## src/rtl/fwd_pkg.sv

```systemverilog
// Shared forwarding select encodings and stall FSM state type for operand_fwd_unit.
package fwd_pkg;

  typedef logic [1:0] fwd_sel_t;

  localparam fwd_sel_t FWD_REG  = 2'b00;
  localparam fwd_sel_t FWD_WB   = 2'b01;
  localparam fwd_sel_t FWD_MEM  = 2'b10;
  localparam fwd_sel_t FWD_ZERO = 2'b11;

  typedef enum logic {
    IDLE  = 1'b0,
    STALL = 1'b1
  } state_e;

endpackage

```

## src/rtl/fwd_select.sv

```systemverilog
// Single-operand forwarding compare and 4:1 mux (zero > MEM > WB > register file).
module fwd_select
  import fwd_pkg::*;
#(
  parameter int unsigned XLEN   = 32,
  parameter int unsigned REG_AW = 5
) (
  input  logic [REG_AW-1:0] rs,
  input  logic [XLEN-1:0]   rdata,
  input  logic              mem_wen,
  input  logic [REG_AW-1:0] mem_rd,
  input  logic [XLEN-1:0]   mem_data,
  input  logic              wb_wen,
  input  logic [REG_AW-1:0] wb_rd,
  input  logic [XLEN-1:0]   wb_data,
  output logic [XLEN-1:0]   op,
  output fwd_sel_t          sel
);

  // Priority select: x0 is hard zero, the younger MEM result beats WB.
  always_comb begin
    op  = rdata;
    sel = FWD_REG;
    if (rs == '0) begin
      op  = '0;
      sel = FWD_ZERO;
    end else if (mem_wen && (mem_rd == rs)) begin
      op  = mem_data;
      sel = FWD_MEM;
    end else if (wb_wen && (wb_rd == rs)) begin
      op  = wb_data;
      sel = FWD_WB;
    end
  end

endmodule

```

## src/rtl/operand_fwd_unit.sv

```systemverilog
// ID/EX operand forwarding with load-use stall FSM.
// Optional statistics counters are built when FWD_STATS_EN is defined.
module operand_fwd_unit
  import fwd_pkg::*;
#(
  parameter int unsigned XLEN     = 32,
  parameter int unsigned NUM_OPS  = 2,
  parameter int unsigned REG_AW   = 5,
  parameter int unsigned LOAD_LAT = 1
) (
  input  logic                      clk,
  input  logic                      rst_n,
  input  logic                      flush,
  input  logic                      id_valid,
  input  logic [NUM_OPS*REG_AW-1:0] id_rs,
  input  logic [NUM_OPS*XLEN-1:0]   id_rdata,
  input  logic                      ex_wen,
  input  logic                      ex_is_load,
  input  logic [REG_AW-1:0]         ex_rd,
  input  logic                      mem_wen,
  input  logic [REG_AW-1:0]         mem_rd,
  input  logic [XLEN-1:0]           mem_data,
  input  logic                      wb_wen,
  input  logic [REG_AW-1:0]         wb_rd,
  input  logic [XLEN-1:0]           wb_data,
  output logic                      stall,
  output logic                      ex_valid,
  output logic [NUM_OPS*XLEN-1:0]   ex_op,
  output logic [NUM_OPS*2-1:0]      fwd_sel,
  output logic [31:0]               stat_fwd_cnt,
  output logic [31:0]               stat_stall_cnt
);

  localparam int unsigned CW = (LOAD_LAT > 1) ? $clog2(LOAD_LAT) : 1;

  logic [NUM_OPS*XLEN-1:0] sel_op;
  logic [NUM_OPS*2-1:0]    sel_code;
  logic                    rs_hit;
  logic                    hazard;
  state_e                  state;
  logic [CW-1:0]           cnt;

  for (genvar g = 0; g < NUM_OPS; g++) begin : g_op
    fwd_select #(
      .XLEN   (XLEN),
      .REG_AW (REG_AW)
    ) u_sel (
      .rs       (id_rs[g*REG_AW +: REG_AW]),
      .rdata    (id_rdata[g*XLEN +: XLEN]),
      .mem_wen  (mem_wen),
      .mem_rd   (mem_rd),
      .mem_data (mem_data),
      .wb_wen   (wb_wen),
      .wb_rd    (wb_rd),
      .wb_data  (wb_data),
      .op       (sel_op[g*XLEN +: XLEN]),
      .sel      (sel_code[g*2 +: 2])
    );
  end

  // Load-use hazard: a load in EX targets a nonzero register that ID reads.
  always_comb begin
    rs_hit = 1'b0;
    for (int unsigned i = 0; i < NUM_OPS; i++) begin
      if (id_rs[i*REG_AW +: REG_AW] == ex_rd) rs_hit = 1'b1;
    end
    hazard = id_valid && ex_is_load && ex_wen && (ex_rd != '0) && rs_hit;
  end

  // Stall is Mealy in the detect cycle; gated by rst_n so it drops with the async reset.
  assign stall = rst_n && (((state == IDLE) && hazard) || (state == STALL));

  // Stall FSM and EX operand registers; flush overrides everything.
  always_ff @(posedge clk or negedge rst_n) begin
    if (!rst_n) begin
      state    <= IDLE;
      cnt      <= '0;
      ex_valid <= 1'b0;
      ex_op    <= '0;
      fwd_sel  <= '0;
    end else if (flush) begin
      state    <= IDLE;
      cnt      <= '0;
      ex_valid <= 1'b0;
    end else begin
      case (state)
        IDLE: begin
          if (hazard) begin
            ex_valid <= 1'b0;
            if (LOAD_LAT > 1) begin
              state <= STALL;
              cnt   <= CW'(LOAD_LAT - 1);
            end
          end else begin
            ex_valid <= id_valid;
            ex_op    <= sel_op;
            fwd_sel  <= sel_code;
          end
        end
        STALL: begin
          ex_valid <= 1'b0;
          if (cnt == CW'(1)) begin
            state <= IDLE;
            cnt   <= '0;
          end else begin
            cnt <= cnt - CW'(1);
          end
        end
        default: state <= IDLE;
      endcase
    end
  end

`ifdef FWD_STATS_EN
  logic        capture;
  logic        any_fwd;
  logic [31:0] fwd_q;
  logic [31:0] stall_q;

  // A capture cycle forwards if any operand came from WB or MEM.
  always_comb begin
    capture = (state == IDLE) && !flush && !hazard;
    any_fwd = 1'b0;
    for (int unsigned i = 0; i < NUM_OPS; i++) begin
      if ((sel_code[i*2 +: 2] == FWD_WB) || (sel_code[i*2 +: 2] == FWD_MEM)) any_fwd = 1'b1;
    end
  end

  // Saturating event counters.
  always_ff @(posedge clk or negedge rst_n) begin
    if (!rst_n) begin
      fwd_q   <= '0;
      stall_q <= '0;
    end else begin
      if (capture && any_fwd && (fwd_q != '1)) fwd_q <= fwd_q + 32'd1;
      if (stall && (stall_q != '1)) stall_q <= stall_q + 32'd1;
    end
  end

  assign stat_fwd_cnt   = fwd_q;
  assign stat_stall_cnt = stall_q;
`else
  assign stat_fwd_cnt   = '0;
  assign stat_stall_cnt = '0;
`endif

endmodule

```

## config.mk

```make
export PLATFORM = sky130hd
export DESIGN_NAME = operand_fwd_unit
export DESIGN_NICKNAME = d
export VERILOG_FILES = /design/src/rtl/fwd_pkg.sv /design/src/rtl/fwd_select.sv /design/src/rtl/operand_fwd_unit.sv
export SDC_FILE = /design/constraint.sdc
export NUM_CORES = 1
export LEC_CHECK = 0
export CORE_AREA = 3 3 119 121
export DETAILED_ROUTE_END_ITERATION = 10
export DIE_AREA = 0 0 122 124
export PLACE_DENSITY = 0.86
export SLEW_MARGIN = 20
export SYNTH_ARGS = -nofsm -noshare
export SYNTH_HDL_FRONTEND = slang
export SYNTH_SLANG_ARGS = --single-unit
```

## constraint.sdc

```tcl
create_clock -name clk -period 5.4 [get_ports clk]
set_input_delay 1.62 -clock clk [delete_from_list [all_inputs] [get_ports clk]]
set_output_delay 1.62 -clock clk [all_outputs]
set_load 0.02 [all_outputs]
```

==> results.txt, run 1 <==
clock transition at the registers of the reported paths = 0.06 ns
Clk Latency, worst-skew pair = 0.33 ns
cts hold-fix bufs = 0
DP Area = 0.007926 mm^2
post-synth top area cell = sky130_fd_sc_hd__dfrtp_1
fraction of synthesized cell area taken by the top area cell type = 30.74%
initial standard-cell utilization of the core = 43.82%
Pwr Density = 232.5 mW/mm^2
nets = 1008
worst slew margin relative to its limit = 34.43%
count of nets left with antenna violations after detail routing = 0
# rows = 42
most instantiated library cell after synthesis = sky130_fd_sc_hd__dfrtp_1
vias in the first global route = 5629
status = complete, no violations
Total GRT Usage = 26.02%
sequential fraction of the synthesis area = 30.74%
number of synthesized flops with an enable pin = 0
RSZ-0062 raised after global routing = false
Final Hold Violating Endpoints = 0
class of the most critical setup path = in -> out
detailed router's first-iteration violation count = 512
TritonCTS clock tree = done
post-route setup TNS = 0 ns
crit share post-route = 92.49%
number of antenna violations at the first check in global routing = 0
post-synthesis instance total = 660
most used flip-flop cell after synthesis = sky130_fd_sc_hd__dfrtp_1
leakage power total = 0.003491 uW
count of warnings emitted by yosys = 0
maximum number of pins on one net before global-route repair = 72
number of top-level pins = 295
total wire length after detailed routing = 20520 um
CTS root buffer = sky130_fd_sc_hd__clkbuf_16
synth top area cells = sky130_fd_sc_hd__dfrtp_1 (31%), sky130_fd_sc_hd__o32ai_1 (9.7%), sky130_fd_sc_hd__buf_4 (9.1%), sky130_fd_sc_hd__nand3b_1 (8.3%), sky130_fd_sc_hd__o31ai_1 (8.3%)
wire per inst = 19.96 um
post-layout instance area = 0.008263 mm^2
Period minus WS final = 4.994 ns
most frequent cells after synthesis = sky130_fd_sc_hd__dfrtp_1 (71), sky130_fd_sc_hd__buf_4 (70)
Crit path required time = 3.78 ns
critical path cell sequence = clkdlybuf4s50_1 > xor2_1 > nor3_1 > a22oi_1 > nor3_4 > o21a_1 > dlymetal6s2s_1
post-layout util = 62.64%
Syn Area/Cell = 8.757 um^2
Max Buffers Root-to-Sink = 2
number of iterations in the first detailed-routing pass = 5
Seq cells post-synth = 71
IO Port Bufs = 230
DR vias = 5852
total grt overflow = 0
H-Tree Level Count = 3
critical path's slowest cell = sky130_fd_sc_hd__clkdlybuf4s50_1
first-pass GRT wire length = 30670 um
routed vias/inst = 5.693
Final setup viols = 0
clock skew after layout = 0.006079 ns
Die X = 122 um
share of async-settable or async-resettable flops after synthesis = 100.0%
Peak supply drop = 0.1224 mV
Netlist cell types = 30
total die area = 0.01513 mm^2
Tightest Hold Check Type = reg -> reg
DPL Wire Length = 13450 um
Worst-Margin Slew = 0.9836 ns
critical path fanouts, max = 4
max capacitance violation total = 0
final weighted congestion of routability-driven global placement = 0.8718
Worst Hold Slack = 0.4658 ns
share of cells above drive strength 1 = 5.516%
TritonCTS buffer count = 9
startpoint class of the critical path = primary input
top achievable clock speed = 200.2 MHz
count of final max-slew check failures = 0
placeable core region = 0.01319 mm^2
placed cells = 1012
DRC violation count after routing = 0
Critical Path Sink Type = output pin
number of antenna cells inserted = 0
overall die height = 124 um
area of the mapped netlist = 0.005779 mm^2
crit-path max cell delay = 0.52 ns
Area Growth Syn to Fin = 42.97%
Sink Count = 71
worst endpoint data arrival time = 3.37 ns
non-filler cells in the finished layout = 1028
## final cells by class
type | instances | area, um^2
fill | 1157 | 4927
tap | 176 | 220.2
clock buffer | 11 | 252.7
clock inverter | 5 | 80.08
sequential | 71 | 1777
inverter | 64 | 240.2
multi-input combinational | 452 | 3223
timing repair buffer | 249 | 2470
## where the power goes
part | internal, uW | leakage (uW) | switching [uW]
logic | 298 | 0.00246 | 338
registers | 590 | 0.000871 | 33.6
clock network | 429 | 0.000158 | 232
## routing by layer
metal | wire length [um] | vias to the layer above | GRT usage, %
met5 | 0 | - | 0
met4 | 359 | 0 | 8.473
met3 | 1734 | 36 | 3.996
met2 | 9991 | 315 | 43.65
met1 | 8431 | 2842 | 34.53
li1 | - | 2659 | -
## critical path: cells and delay by family
family          cells  cell delay, ns
xor+xnor            1            0.21
simple gates        2            0.46
buf+inv             2            0.76
compound gates      2            0.32
## state kept, by name, indices dropped and copies added, names as in the netlist
| signal | count |
|---|---|
| cnt | 1 |
| ex_op | 64 |
| ex_valid | 1 |
| fwd_sel | 4 |
| state | 1 |
## path summary, 6_finish.rpt
path | endpoint | startpoint | slack [ns] | depth (start not counted)
setup reg to reg | ex_op[53] | state | 3.34 | 4
max in group asynchronous | ex_op[29] | rst_n | 3.22 | 2
hold / removal | state | cnt | 0.47 | 1
min in group asynchronous | ex_valid | rst_n | 1.55 | 2
setup / recovery | stall | id_rs[6] | 0.41 | 7
hold reg to reg | state | cnt | 0.47 | 1
## cells by family (layout without fill, tap and decap cells)
group	after synthesis	after routing	share of synthesized area [%]
AOI/OAI and AO/OA	201	201	27.60
buffers and inverters	200	329	18.40
and+or+nand+nor	156	156	18.49
DFF	71	71	30.74
xor gates and xnor gates	31	31	4.698
other	1	64	0.06489
## per-stage QoR
step	power, uW	setup WS, ns
2_1_floorplan	973.1	0.7631
3_3_place_gp	1256	0.1617
3_5_place_dp	1262	0.03012
4_1_cts	1927	0.02418
5_1_grt	2003	0.3739
6_report	1921	0.4057
## cells in the final DEF (no fill, tap or decap), types with 2 or more instances in the layout
cell and instances:
sky130_fd_sc_hd__and3_1 64, sky130_fd_sc_hd__inv_1 64, sky130_fd_sc_hd__nor3_1 2, sky130_fd_sc_hd__dfrtp_1 71, sky130_fd_sc_hd__o32ai_1 64, sky130_fd_sc_hd__o31ai_1 64
sky130_fd_sc_hd__and2_1 4, sky130_fd_sc_hd__nor2_1 7, sky130_fd_sc_hd__nor4_2 2, sky130_fd_sc_hd__nor4_4 2, sky130_fd_sc_hd__o32a_1 4, sky130_fd_sc_hd__xnor2_1 5
sky130_fd_sc_hd__clkbuf_16 9, sky130_fd_sc_hd__nand2_1 2, sky130_fd_sc_hd__and2_2 2, sky130_fd_sc_hd__xor2_1 26, sky130_fd_sc_hd__conb_1 64, sky130_fd_sc_hd__bufinv_16 2
sky130_fd_sc_hd__a21boi_1 11, sky130_fd_sc_hd__clkdlybuf4s50_1 228, sky130_fd_sc_hd__buf_12 2, sky130_fd_sc_hd__buf_4 18, sky130_fd_sc_hd__clkinvlp_4 2, sky130_fd_sc_hd__o21ai_4 2
sky130_fd_sc_hd__clkbuf_8 2, sky130_fd_sc_hd__nand3b_1 64, sky130_fd_sc_hd__a21boi_0 53, sky130_fd_sc_hd__or4_1 3
## repair_timing
item,in CTS,in global routing
endpoints found under the setup margin,0,1
buffers inserted,0,0
resized for setup,0,1
Note: power is estimated with default switching activity, not from simulation.
==> run 2: changes to the inputs <==
CORE_AREA = 3 3 122 124   (was 3 3 119 121)
CTS_CLUSTER_DIAMETER = 150   (was unset)
CTS_CLUSTER_SIZE = 25   (was unset)
DIE_AREA = 0 0 125 127   (was 0 0 122 124)
PLACE_DENSITY = 0.87   (was 0.86)
SYNTH_HIERARCHICAL = 1   (was unset)
==> run 2 against run 1 <==
Compared with the run above:
- clock power up 6.7%
- fmax down 2.9%
- total power up 9.7%
- sequential cell count unchanged
- cell count up 8.6%
- hold slack worse by 0.010 ns
- via count up 23%
- clock skew down 0.0022 ns
- critical path type unchanged
- largest power group is now combinational logic
==> results.txt, run 2 <==
sequential fraction of the synthesis area = 27.96%
post-route setup TNS = 0 ns
initial standard-cell utilization of the core = 45.77%
max FFs per register = 64
fraction of power consumed by sequential logic = 30.1%
most frequent cells after synthesis = sky130_fd_sc_hd__dfrtp_1 (71), sky130_fd_sc_hd__nand3_1 (67), sky130_fd_sc_hd__buf_4 (66), sky130_fd_sc_hd__nand4_1 (66), sky130_fd_sc_hd__o31ai_1 (64)
H-Tree Level Count = 3
Reg with most FFs = ex_op
Worst R2R End = ex_op[49]
Max Buffers Root-to-Sink = 2
Clk Latency, worst-skew pair = 0.34 ns
startpoint of the lowest-slack register-to-register path = state
Largest regs = ex_op x64, fwd_sel x4
TritonCTS buffer count = 9
RSZ-0062 raised after global routing = false
crit share post-route = 95.21%
count of nets left with antenna violations after detail routing = 0
Final setup viols = 0
crit-path max cell delay = 0.61 ns
share of async-settable or async-resettable flops after synthesis = 100.0%
critical path endpoint = stall
post-synth top area cell = sky130_fd_sc_hd__dfrtp_1
detailed router's first-iteration violation count = 1263
depth of the most critical reg-to-reg path = 3
count of final max-slew check failures = 0
post-layout util = 63.43%
Seq cells post-synth = 71
Syn Area/Cell = 8.483 um^2
# rows = 43
switching share of power = 34.20%
count of warnings emitted by yosys = 6
internal power = 1386 uW
total wire length after detailed routing = 25050 um
worst slew margin relative to its limit = 29.19%
number of synthesized flops with an enable pin = 0
XOR/XNOR share of the synthesized area = 4.510%
IO Port Bufs = 230
share of cells above drive strength 1 = 11.23%
Clk network pwr share = 33.4%
CTS root buffer = sky130_fd_sc_hd__clkbuf_16
post-layout instance area = 0.008805 mm^2
cts hold-fix bufs = 0
most used flip-flop cell after synthesis = sky130_fd_sc_hd__dfrtp_1
overall die height = 127 um
Die X = 125 um
most frequent standard cell in the layout excluding fill and tap cells = sky130_fd_sc_hd__clkdlybuf4s50_1
vias in the first global route = 7130
fraction of synthesized cell area taken by the top area cell type = 27.96%
most instantiated library cell after synthesis = sky130_fd_sc_hd__dfrtp_1
nets = 1091
Peak supply drop = 0.1601 mV
Total GRT Usage = 30.45%
area share of and/or/nand/nor cells after synthesis = 20.40%
synth top area cells = sky130_fd_sc_hd__dfrtp_1 (28%), sky130_fd_sc_hd__mux2_2 (8.5%), sky130_fd_sc_hd__buf_4 (7.8%), sky130_fd_sc_hd__o31ai_1 (7.6%), sky130_fd_sc_hd__nand4_1 (6.5%)
worst endpoint data arrival time = 3.52 ns
routed vias/inst = 6.461
critical path's most frequent cell = sky130_fd_sc_hd__clkdlybuf4s50_1
number of top-level pins = 295
startpoint class of the critical path = primary input
net load switching power = 720.6 uW
leakage power total = 0.003152 uW
maximum number of pins on one net before global-route repair = 72
DP Area = 0.008461 mm^2
critical path cell sequence = clkdlybuf4s50_1 > xnor2_1 > nand3_1 > o22ai_1 > a21oi_1 > nor2b_1 > clkdlybuf4s50_1
number of iterations in the first detailed-routing pass = 6
Crit path required time = 3.78 ns
total die area = 0.01588 mm^2
clock transition at the registers of the reported paths = 0.06 ns
# Post-CTS Setup Buffers = 0
class of the most critical setup path = in -> out
Post-CTS Resized = 0
number of antenna violations at the first check in global routing = 1
Final Hold Violating Endpoints = 0
Sink Count = 71
critical path fanouts, max = 4
TritonCTS clock tree = done
DPL Wire Length = 16820 um
dominant combinational cell family by area after synthesis = compound AO/OA/AOI/OAI gates
first-pass GRT wire length = 39160 um
startpoint of the worst setup timing path = id_rs[4]
Tightest Hold Check Type = reg -> reg
wire per inst = 22.45 um
Netlist cell types = 36
total grt overflow = 0
top achievable clock speed = 194.5 MHz
Pwr Density = 239.3 mW/mm^2
DR vias = 7211
clock skew after layout = 0.003914 ns
status = complete, no violations
multiplexer share of the synthesized area = 12.05%
share of total power in combinational logic = 36.5%
area fraction in compound gates after synthesis = 20.66%
critical path's slowest cell = sky130_fd_sc_hd__clkdlybuf4s50_1
Critical Path Sink Type = output pin
max capacitance violation total = 0
flop2flop setup slack = 3.74 ns
area of the mapped netlist = 0.006354 mm^2
Worst-Margin Slew = 1.062 ns
placeable core region = 0.01388 mm^2
final weighted congestion of routability-driven global placement = 0.8896
Area Growth Syn to Fin = 38.58%
post-synthesis share of cell area spent on full adders, half adders and majority gates = 0%
post-synthesis instance total = 749
commonest cells after routing, fill and taps aside = sky130_fd_sc_hd__clkdlybuf4s50_1 (227), sky130_fd_sc_hd__dfrtp_1 (71), sky130_fd_sc_hd__nand3_1 (67)
DRC violation count after routing = 0
Period minus WS final = 5.141 ns
-- run 2: cell types whose count changed in the layout (fill, tap and decap cells not counted), moves of 58 or more --
cell,delta
sky130_fd_sc_hd__nand4_1,+66
sky130_fd_sc_hd__inv_1,-64
sky130_fd_sc_hd__nand3b_1,-64
sky130_fd_sc_hd__or3_1,+62
sky130_fd_sc_hd__and3_1,-64
sky130_fd_sc_hd__o32ai_1,-64
sky130_fd_sc_hd__nand3_1,+66
sky130_fd_sc_hd__o21ai_0,+58
sky130_fd_sc_hd__a31oi_1,+62
-- run 2: critical path, delay by kind of cell --
family | cells | cell delay, ns
buf+inv | 2 | 1.21
compound gates | 2 | 0.32
simple gates | 2 | 0.22
xor+xnor | 1 | 0.15
-- run 2: cell families (layout without fill, tap and decap cells) --
logic type,Yosys count,after routing
mux,68,68
xor+xnor,31,31
buf+inv,151,274
other cells,1,65
compound gates,204,204
simple gates,223,223
flops,71,71
-- run 2: routing by layer --
metal / vias up / wire (um) / global-route usage [%]
li1: 3115 / - / -
met1: 3376 / 9691 / 39.64
met2: 619 / 11400 / 47.33
met3: 101 / 2929 / 8.069
met4: 0 / 1027 / 14.54
met5: - / 0 / 0
-- run 2: worst min-delay path by stage --
stage	depth (start not counted)	slack, ns	startpoint	end
2_1_floorplan	1	0.43	cnt	state
3_3_place_gp	1	0.43	cnt	state
3_5_place_dp	1	0.45	cnt	state
4_1_cts	1	0.45	cnt	state
5_1_grt	1	0.48	cnt	state
6_report	1	0.46	cnt	state
-- run 2: area by class of cell --
type | instances | area (um^2)
diodes | 1 | 2.502
clock buffers | 11 | 232.7
clock inverters | 5 | 106.4
fillers | 1178 | 5076
multi-input cells | 590 | 3949
flip-flops and latches | 71 | 1777
well taps | 180 | 225.2
repair buffers | 258 | 2512
-- run 2: through the flow --
step,power (uW),hold WS [ns],instances,setup WS (ns)
after floorplan,1047,0.4263,812,1.307
after global placement,1381,0.4344,1099,0.3068
after detailed placement,1395,0.4500,1099,0.2503
after CTS,2100,0.4545,1115,0.2469
after global routing,2185,0.4836,1116,0.05286
final,2107,0.4558,1116,0.2589
-- run 2: power by group through the flow --
stage | clock [uW] | combinational [uW] | sequential (uW)
4_1_cts | 711 | 756 | 633
3_3_place_gp | 0 | 744 | 638
3_5_place_dp | 0 | 753 | 642
5_1_grt | 736 | 808 | 641
2_1_floorplan | 0 | 330 | 717
6_report | 705 | 768 | 634
==> run 3: changes to the inputs <==
GPL_TIMING_DRIVEN = 0   (was unset)
PLACE_DENSITY = 0.94   (was 0.87)
==> run 3 against run 2 <==
Compared with the run above:
- hold slack worse by 0.0079 ns
- sequential power about the same
- sequential share of layout area down 1.4 points
- first-iteration DRC count down 26%
- sequential cell count unchanged
- worst setup slack better by 0.32 ns
- utilization up 4.6 points
- clock-buffer cell count down 2
- total power up 0.32%
- cell count up 11%
- fmax up 6.5%
- largest cell class unchanged
- largest power group unchanged
- highest routed layer unchanged
==> results.txt, run 3 (synthesis gave the netlist of run 2 again) <==
Max Buffers Root-to-Sink = 2
initial standard-cell utilization of the core = 45.77%
total die area = 0.01588 mm^2
Area Growth Syn to Fin = 48.64%
routed vias/inst = 6.116
cts hold-fix bufs = 0
final weighted congestion of routability-driven global placement = 0.9372
Post-Place Worst Slack = 0.1458 ns
critical path fanouts, max = 4
Final Hold Violating Endpoints = 0
H-Tree Level Count = 3
Worst-Margin Slew = 0.7222 ns
crit share post-route = 89.36%
Period minus WS final = 4.825 ns
crit path setup slack, layout = 0.5747 ns
Clk Latency, worst-skew pair = 0.35 ns
placeable core region = 0.01388 mm^2
area of all sequential standard cells = 0.001777 mm^2
first-pass GRT wire length = 40920 um
Final setup viols = 0
highest-utilization routing layer at the global route stage = met2
IO Port Bufs = 228
clock skew after layout = 0.004105 ns
leakage power total = 0.003569 uW
Sink Count = 71
number of iterations in the first detailed-routing pass = 7
DR vias = 7565
Crit path required time = 3.78 ns
grt met1 use = 41.44%
max capacitance violation total = 0
# rows = 43
maximum number of pins on one net before global-route repair = 42
number of top-level pins = 295
TritonCTS buffer count = 9
Die X = 125 um
CTS root buffer = sky130_fd_sc_hd__clkbuf_16
Critical Path Sink Type = output pin
Peak supply drop = 0.1465 mV
RSZ-0062 raised after global routing = false
startpoint class of the critical path = primary input
vias in the first global route = 7499
total wire length after detailed routing = 26460 um
max FFs per register = 64
DRC violation count after routing = 0
filler cell count = 1140
count of final max-slew check failures = 0
status = complete, no violations
area of the multi-input gates = 0.003901 mm^2
worst slew margin relative to its limit = 51.77%
clock transition at the registers of the reported paths = 0.06 ns
wire per inst = 21.39 um
number of antenna cells inserted = 0
number of antenna violations at the first check in global routing = 0
Largest regs = ex_op x64, fwd_sel x4
commonest cells after routing, fill and taps aside = sky130_fd_sc_hd__clkdlybuf4s50_1 (224), sky130_fd_sc_hd__dfrtp_1 (71), sky130_fd_sc_hd__nand3_1 (67), sky130_fd_sc_hd__buf_4 (67), sky130_fd_sc_hd__nand4_1 (66)
detailed router's first-iteration violation count = 934
Tightest Hold Check Type = reg -> reg
GR Util met3 = 7.232%
total grt overflow = 0
post-route setup TNS = 0 ns
worst endpoint data arrival time = 3.21 ns
top achievable clock speed = 207.2 MHz
TritonCTS clock tree = done
class of the most critical setup path = in -> out
nets = 1213
Reg with most FFs = ex_op
overall die height = 127 um
GR met2 Demand/Resource = 52.45%
Total GRT Usage = 31.99%
most frequent standard cell in the layout excluding fill and tap cells = sky130_fd_sc_hd__clkdlybuf4s50_1
Pwr Density = 223.8 mW/mm^2
count of nets left with antenna violations after detail routing = 0
share of cells above drive strength 1 = 15.52%
DPL Wire Length = 19560 um
## run 3: path summary, 6_finish.rpt
kind / startpoint / end / slack [ns] / cells after the start
setup / recovery: id_rs[2] / stall / 0.57 / 7
hold / removal: cnt / state / 0.45 / 1
setup reg to reg: state / ex_op[24] / 3.42 / 4
hold reg to reg: cnt / state / 0.45 / 1
max in group asynchronous: rst_n / ex_op[41] / 3.58 / 2
min in group asynchronous: rst_n / ex_valid / 1.22 / 1
## run 3: power by group
group          total, uW  internal (uW)  leakage, uW  switching, uW
clock                665            405     0.000148            260
combinational        816            371      0.00257            446
sequential           632            597     0.000851           35.3
## run 3: routing by layer
layer  share of wire (%)  wire length [um]
met5                   0                 0
met1                  38             10070
met3                  11              3034
met2                  47             12390
met4                 3.6               962
## run 3: area by class of cell
type,count,area share (%)
multi-input cells,590,41.31
clock buffers,9,2.385
repair buffers,229,24.43
plain buffers,151,9.658
well taps,180,2.385
flip-flops and latches,71,18.81
clock inverters,7,1.020
## run 3: repair_timing
item	CTS	global route
setup endpoints to repair	0	1
resized for setup	0	3
buffers inserted	0	0
## run 3: stage by stage
stage               hold slack (ns)  std cells  utilization, %  area, um^2  total power, uW
finish                       0.4479       1237           68.04        9444             2114
global route                 0.4699       1237           68.04        9444             2187
CTS                          0.4510       1237           67.98        9437             2109
detailed placement           0.4429       1221           65.67        9115             1441
global placement             0.4323       1220           65.54        9097             1427
floorplan                    0.4263        812               -        6590             1047
## run 3: worst max-delay path, cell delays in order
cell and delay [ns]:
sky130_fd_sc_hd__clkdlybuf4s50_1 0.63, sky130_fd_sc_hd__xnor2_1 0.16, sky130_fd_sc_hd__nand3_1 0.08, sky130_fd_sc_hd__o22ai_1 0.24, sky130_fd_sc_hd__a21oi_1 0.12, sky130_fd_sc_hd__nor2b_1 0.12, sky130_fd_sc_hd__dlymetal6s2s_1 0.23
